`src/rtl/aic3204_pkg.sv`:
```
// Shared types for the AIC3204 stereo frame path.
// Sample/frame layouts, pack FSM states and a saturating counter helper.
package aic3204_pkg;

    localparam int AIC3204_SAMPLE_W = 16;

    typedef logic signed [AIC3204_SAMPLE_W-1:0] sample_t;

    typedef struct packed {
        sample_t left;
        sample_t right;
    } frame_t;

    typedef enum logic [2:0] {
        IDLE,
        POP_NW,
        WAIT_NW,
        POP_PW,
        WAIT_PW,
        HOLD
    } frame_state_e;

    function automatic logic [15:0] sat_add16(input logic [15:0] a, input logic [1:0] b);
        logic [16:0] s;
        s = {1'b0, a} + {15'b0, b};
        return s[16] ? 16'hFFFF : s[15:0];
    endfunction

endpackage

```
`src/rtl/aic3204_slip_timer.sv`:
```
// Slip timer: loadable count-up counter, tc high while count == SLIP_TIMEOUT-1.
// Latency: count updates 1 cycle after load/inc; tc is combinational from count.
// Backpressure: none; the counter holds at terminal count until reloaded.
module aic3204_slip_timer #(
    parameter int SLIP_TIMEOUT = 256
) (
    input  logic        clk,
    input  logic        reset,
    input  logic        load,
    input  logic [15:0] load_val,
    input  logic        inc,
    output logic        tc
);

    localparam logic [15:0] TERM = 16'(SLIP_TIMEOUT - 1);

    logic [15:0] count;

    always_ff @(posedge clk) begin
        if (reset) begin
            count <= '0;
        end else if (load) begin
            count <= load_val;
        end else if (inc && (count != TERM)) begin
            count <= count + 16'd1;
        end
    end

    assign tc = (count == TERM);

endmodule

```
`src/rtl/aic3204_frame_pack.sv`:
```
// Pairs nw (left) and pw (right) FIFO samples into 32-bit frames; drops an orphan left on slip.
// Latency: 5 cycles from IDLE with both FIFOs non-empty to frame_valid; one frame per 5 cycles.
// Backpressure: frame held stable until frame_ready; no pops while a frame waits. AIC3204_FRAME_STATS_EN adds counters.
module aic3204_frame_pack
    import aic3204_pkg::*;
#(
    parameter int SLIP_TIMEOUT = 256
) (
    input  logic        clk,
    input  logic        reset,
    input  logic [15:0] nw_fifo_rd_data,
    input  logic        nw_fifo_rd_valid,
    output logic        nw_fifo_rd_en,
    input  logic        nw_fifo_empty,
    input  logic [15:0] pw_fifo_rd_data,
    input  logic        pw_fifo_rd_valid,
    output logic        pw_fifo_rd_en,
    input  logic        pw_fifo_empty,
    output logic [31:0] frame_data,
    output logic        frame_valid,
    input  logic        frame_ready,
    output logic        slip
`ifdef AIC3204_FRAME_STATS_EN
    ,
    output logic [15:0] frame_count,
    output logic [15:0] slip_count,
    output logic [15:0] stray_count
`endif
);

    frame_state_e state;
    sample_t      left_q;
    frame_t       frame_q;
    logic         tmr_load;
    logic         tmr_inc;
    logic         tmr_tc;

    // Timer restarts when the left sample lands and counts only while pw is starved.
    assign tmr_load = (state == WAIT_NW) && nw_fifo_rd_valid;
    assign tmr_inc  = (state == POP_PW) && !pw_fifo_rd_en && pw_fifo_empty;

    aic3204_slip_timer #(
        .SLIP_TIMEOUT(SLIP_TIMEOUT)
    ) u_slip_timer (
        .clk      (clk),
        .reset    (reset),
        .load     (tmr_load),
        .load_val (16'd0),
        .inc      (tmr_inc),
        .tc       (tmr_tc)
    );

    always_ff @(posedge clk) begin
        if (reset) begin
            state         <= IDLE;
            nw_fifo_rd_en <= 1'b0;
            pw_fifo_rd_en <= 1'b0;
            frame_valid   <= 1'b0;
            frame_q       <= '0;
            left_q        <= '0;
            slip          <= 1'b0;
        end else begin
            slip <= 1'b0;
            case (state)
                IDLE: begin
                    if (!nw_fifo_empty) begin
                        nw_fifo_rd_en <= 1'b1;
                        state         <= POP_NW;
                    end
                end
                POP_NW: begin
                    nw_fifo_rd_en <= 1'b0;
                    state         <= WAIT_NW;
                end
                WAIT_NW: begin
                    if (nw_fifo_rd_valid) begin
                        left_q        <= sample_t'(nw_fifo_rd_data);
                        pw_fifo_rd_en <= !pw_fifo_empty;
                        state         <= POP_PW;
                    end else begin
                        state <= IDLE;
                    end
                end
                POP_PW: begin
                    // rd_en is registered, so a late pw arrival costs one extra cycle here.
                    if (pw_fifo_rd_en) begin
                        pw_fifo_rd_en <= 1'b0;
                        state         <= WAIT_PW;
                    end else if (!pw_fifo_empty) begin
                        pw_fifo_rd_en <= 1'b1;
                    end else if (tmr_tc) begin
                        slip   <= 1'b1;
                        left_q <= '0;
                        state  <= IDLE;
                    end
                end
                WAIT_PW: begin
                    if (pw_fifo_rd_valid) begin
                        frame_q     <= '{left: left_q, right: sample_t'(pw_fifo_rd_data)};
                        frame_valid <= 1'b1;
                        state       <= HOLD;
                    end else begin
                        left_q <= '0;
                        state  <= IDLE;
                    end
                end
                HOLD: begin
                    if (frame_ready) begin
                        frame_valid <= 1'b0;
                        if (!nw_fifo_empty) begin
                            nw_fifo_rd_en <= 1'b1;
                            state         <= POP_NW;
                        end else begin
                            state <= IDLE;
                        end
                    end
                end
                default: begin
                    state <= IDLE;
                end
            endcase
        end
    end

    assign frame_data = frame_q;

`ifdef AIC3204_FRAME_STATS_EN
    logic       nw_stray;
    logic       pw_stray;
    logic [1:0] stray_inc;

    assign nw_stray  = nw_fifo_rd_valid && (state != WAIT_NW);
    assign pw_stray  = pw_fifo_rd_valid && (state != WAIT_PW);
    assign stray_inc = {1'b0, nw_stray} + {1'b0, pw_stray};

    always_ff @(posedge clk) begin
        if (reset) begin
            frame_count <= '0;
            slip_count  <= '0;
            stray_count <= '0;
        end else begin
            frame_count <= sat_add16(frame_count, {1'b0, frame_valid && frame_ready});
            slip_count  <= sat_add16(slip_count, {1'b0, slip});
            stray_count <= sat_add16(stray_count, stray_inc);
        end
    end
`endif

endmodule

```
`config.mk`:
```
export PLATFORM = sky130hd
export DESIGN_NAME = aic3204_frame_pack
export DESIGN_NICKNAME = d
export VERILOG_FILES = /design/src/rtl/aic3204_pkg.sv /design/src/rtl/aic3204_slip_timer.sv /design/src/rtl/aic3204_frame_pack.sv
export SDC_FILE = /design/constraint.sdc
export NUM_CORES = 1
export LEC_CHECK = 0
export BUFFER_PORTS_ARGS = -buffer_cell sky130_fd_sc_hd__buf_2
export CELL_PAD_IN_SITES_DETAIL_PLACEMENT = 1
export CELL_PAD_IN_SITES_GLOBAL_PLACEMENT = 2
export CORE_ASPECT_RATIO = 0.75
export CORE_MARGIN = 1
export CORE_UTILIZATION = 31
export DETAILED_ROUTE_END_ITERATION = 7
export PLACE_DENSITY_LB_ADDON = 0.1
export SYNTH_ARGS = -nofsm -noshare
export SYNTH_HDL_FRONTEND = slang
export SYNTH_SLANG_ARGS = --single-unit
export TNS_END_PERCENT = 50
```
`constraint.sdc`:
```
create_clock -name clk -period 1.96 [get_ports clk]
set_input_delay 0.588 -clock clk [delete_from_list [all_inputs] [get_ports clk]]
set_output_delay 0.588 -clock clk [all_outputs]
set_load 0.03 [all_outputs]
```
==> flow_summary.ini <==
[run_status]
outcome = completed

[detailed_routing]
ant_nets = 0
drt_pre_antenna_iters = 4
vias = 2792
drtIter0Drc = 130
wl_um = 8570
routedWlPerCell_um = 15.2
drc = 0
vias_per_cell = 4.95

[power]
ir_drop_mv = 0.435
power.internal_uw = 3080
switching_share = 0.295
p_leak_uw = 0.00167
comb_power_share = 0.220
seq_power_share = 0.375
power_density_nw_per_um2 = 1100
clkPwrFrac = 0.404
p_switching_uw = 1290

[die]
ios = 75
rows = 30
die-area_sq_um = 10100
start_util = 0.325
chipHeight_um = 87.1
core-area_sq_um = 9200
fp.dieW_um = 115

[placement]
post_dp_cell_area_sq_um = 3610
place.gp.congestion = 0.782
portBuffers = 74
dp_hpwl_um = 5880
place_inst = 546
post-place-ws_ns = -0.256

[grt]
antenna_found_initial = 0
grt_pass1_wl_um = 13700
grt_pass1_vias = 2700
overflow = 0
grtUsageTotal = 0.178
grt_max_degree = 45

[worst_setup_path]
start_kind = flip-flop
crit_slowest_cell = or3_1
worstSetupPathType = reg -> reg
cp.arrival_ns = 2.12
cp_cell_sequence = ha_1 > and4_2 > nand4_2 > or3_1 > a221oi_2
cpPeakStageDelay_ns = 0.42
endpoint_kind = flip-flop
path_max_fanout = 5
critPathTopFamily = simple AND/OR/NAND/NOR gates
critPathBufInv = 0
crit_required_ns = 2.20

[final_layout]
nets = 471
final_common_cell = nand2_1
layout-drive-gt1-share = 0.298
finish.instance_area_sq_um = 3990
seq_area_sq_um = 1420
multi_input_area_sq_um = 1490
antennaDiodeCount = 0
instances_no_fill = 564
layout_common_cells = nand2_1, buf_2, dfxtp_1
area_growth_pct = 33.2
nFillCells = 1121

[yosys]
seq_area_frac_synth = 0.475
synthTopCellsByArea = dfxtp_1, nand2_1, a21oi_1, a22o_1, or3_1
synthCells = 345
synth.avg_cell_area_sq_um = 8.67
yosysWarnings = 0
ys_seq_elements = 71
synth_nets = 385
async_flop_share = 0
synth_top_area_cell = dfxtp_1
synth_enable_flop_cells = 0
synth_top_area_frac = 0.475
synth_top_flop_cell = dfxtp_1
synth_area_sq_um = 2990
ys_types = 49

[sta]
fmax_mhz = 532
period_share = 0.959
slew_headroom = 0.552
final.setup.worst_slack_ns = 0.0812
whs_ns = 0.449
fin_worst_skew_ns = 0.00672
min_period_ns = 1.88
maxSlewViolCount = 0
hold_viol_final = 0
rsz0062_at_grt = false
tightest_slew_ns = 0.670
setup_violations = 0

[hold_path]
hold_path.class = reg -> reg

[clock_network]
clk_pin_slew_worst_paths_ns = 0.06
cts_sinks = 71
root_buffer = clkbuf_16
clock_latency_ns = 0.33
cts_hold_buffers = 0
clk_path_buf_depth = 2
cts_tree = done
h-tree-depth = 3
numCtsBuffers = 9

[run]
maxCapViolCount = 0
## synth_stat cells (2+ instances only)
cell / n
and3_1: 2
nor2b_1: 4
buf_2: 3
dfxtp_1: 71
nor4_4: 2
nand3b_1: 5
a22o_1: 16
nand2_1: 82
or3_1: 11
a21oi_1: 48
clkbuf_1: 14
buf_6: 2
o31ai_1: 3
nor4_1: 2
nor2_1: 7
nand4_1: 2
o21ai_0: 7
and3_2: 2
or4_1: 3
nand3_1: 10
inv_1: 4
nor3_1: 6
nand2b_1: 4
and4_2: 2
mux2i_1: 6
a211oi_1: 4
## final timing paths
check / startpoint / endpoint / slack [ns] / depth (start not counted)
min reg2reg: frame_data[1]$_SDFFE_PP0P_ / frame_data[1]$_SDFFE_PP0P_ / 0.45 / 2
min: frame_data[1]$_SDFFE_PP0P_ / frame_data[1]$_SDFFE_PP0P_ / 0.45 / 2
max: u_slip_timer.count[0]$_SDFFE_PP0P_ / state[2]$_SDFFE_PP0P_ / 0.08 / 5
max reg2reg: u_slip_timer.count[0]$_SDFFE_PP0P_ / state[2]$_SDFFE_PP0P_ / 0.08 / 5
## area by class of cell
class | instances | area share
flip-flops and latches | 71 | 0.357
clock buffers | 10 | 0.0600
repair buffers | 96 | 0.144
clock inverters | 6 | 0.0210
inverters | 4 | 0.00377
multi-input cells | 249 | 0.375
well taps | 128 | 0.0402
## worst register-to-register path: stages (launching register included)
cell	delay, ns
dfxtp_1	0.38
ha_1	0.22
and4_2	0.30
nand4_2	0.18
or3_1	0.42
a221oi_2	0.28
## registers in the layout (all words and copies together), names as in the netlist
signal / count
frame_data: 32
frame_valid: 1
left_q: 16
nw_fifo_rd_en: 1
pw_fifo_rd_en: 1
slip: 1
state: 3
u_slip_timer.count: 16
## power groups by stage
stage / Sequential, uW / Combinational, uW / Clock [uW]
5_1_grt: 1650 / 1060 / 1880
4_1_cts: 1640 / 935 / 1810
2_1_floorplan: 1720 / 535 / 0
3_3_place_gp: 1660 / 914 / 0
3_5_place_dp: 1670 / 918 / 0
6_report: 1640 / 961 / 1770
## per-stage QoR
stage           util  power, uW  TNS (ns)
6_report       0.433       4370         0
4_1_cts        0.429       4380         0
3_5_place_dp   0.392       2580     -3.94
2_1_floorplan      -       2260         0
3_3_place_gp   0.392       2580     -2.89
5_1_grt        0.433       4590         0
## kinds of logic after synthesis
kind of cell	Yosys count	synth area share
mux	6	0.0201
simple gates	157	0.278
compound gates	84	0.179
flops	71	0.475
buf+inv	26	0.0439
fa+ha+maj	1	0.00418
## metal layers
| metal | global-route usage | vias up | share of wire |
|---|---|---|---|
| met4 | 0.0531 | 0 | 0.0088 |
| met1 | 0.236 | 1317 | 0.49 |
| met5 | 0 | - | 0 |
| met2 | 0.281 | 64 | 0.45 |
| li1 | - | 1402 | - |
| met3 | 0.0501 | 9 | 0.048 |
## what timing repair did
item,CTS,global route
endpoints found under the setup margin,16,18
pin swaps,0,2
hold endpoints to repair,0,0
gates resized for setup,1,3
cloned,0,1
setup buffers,0,1
(Power assumes the default switching activity.)
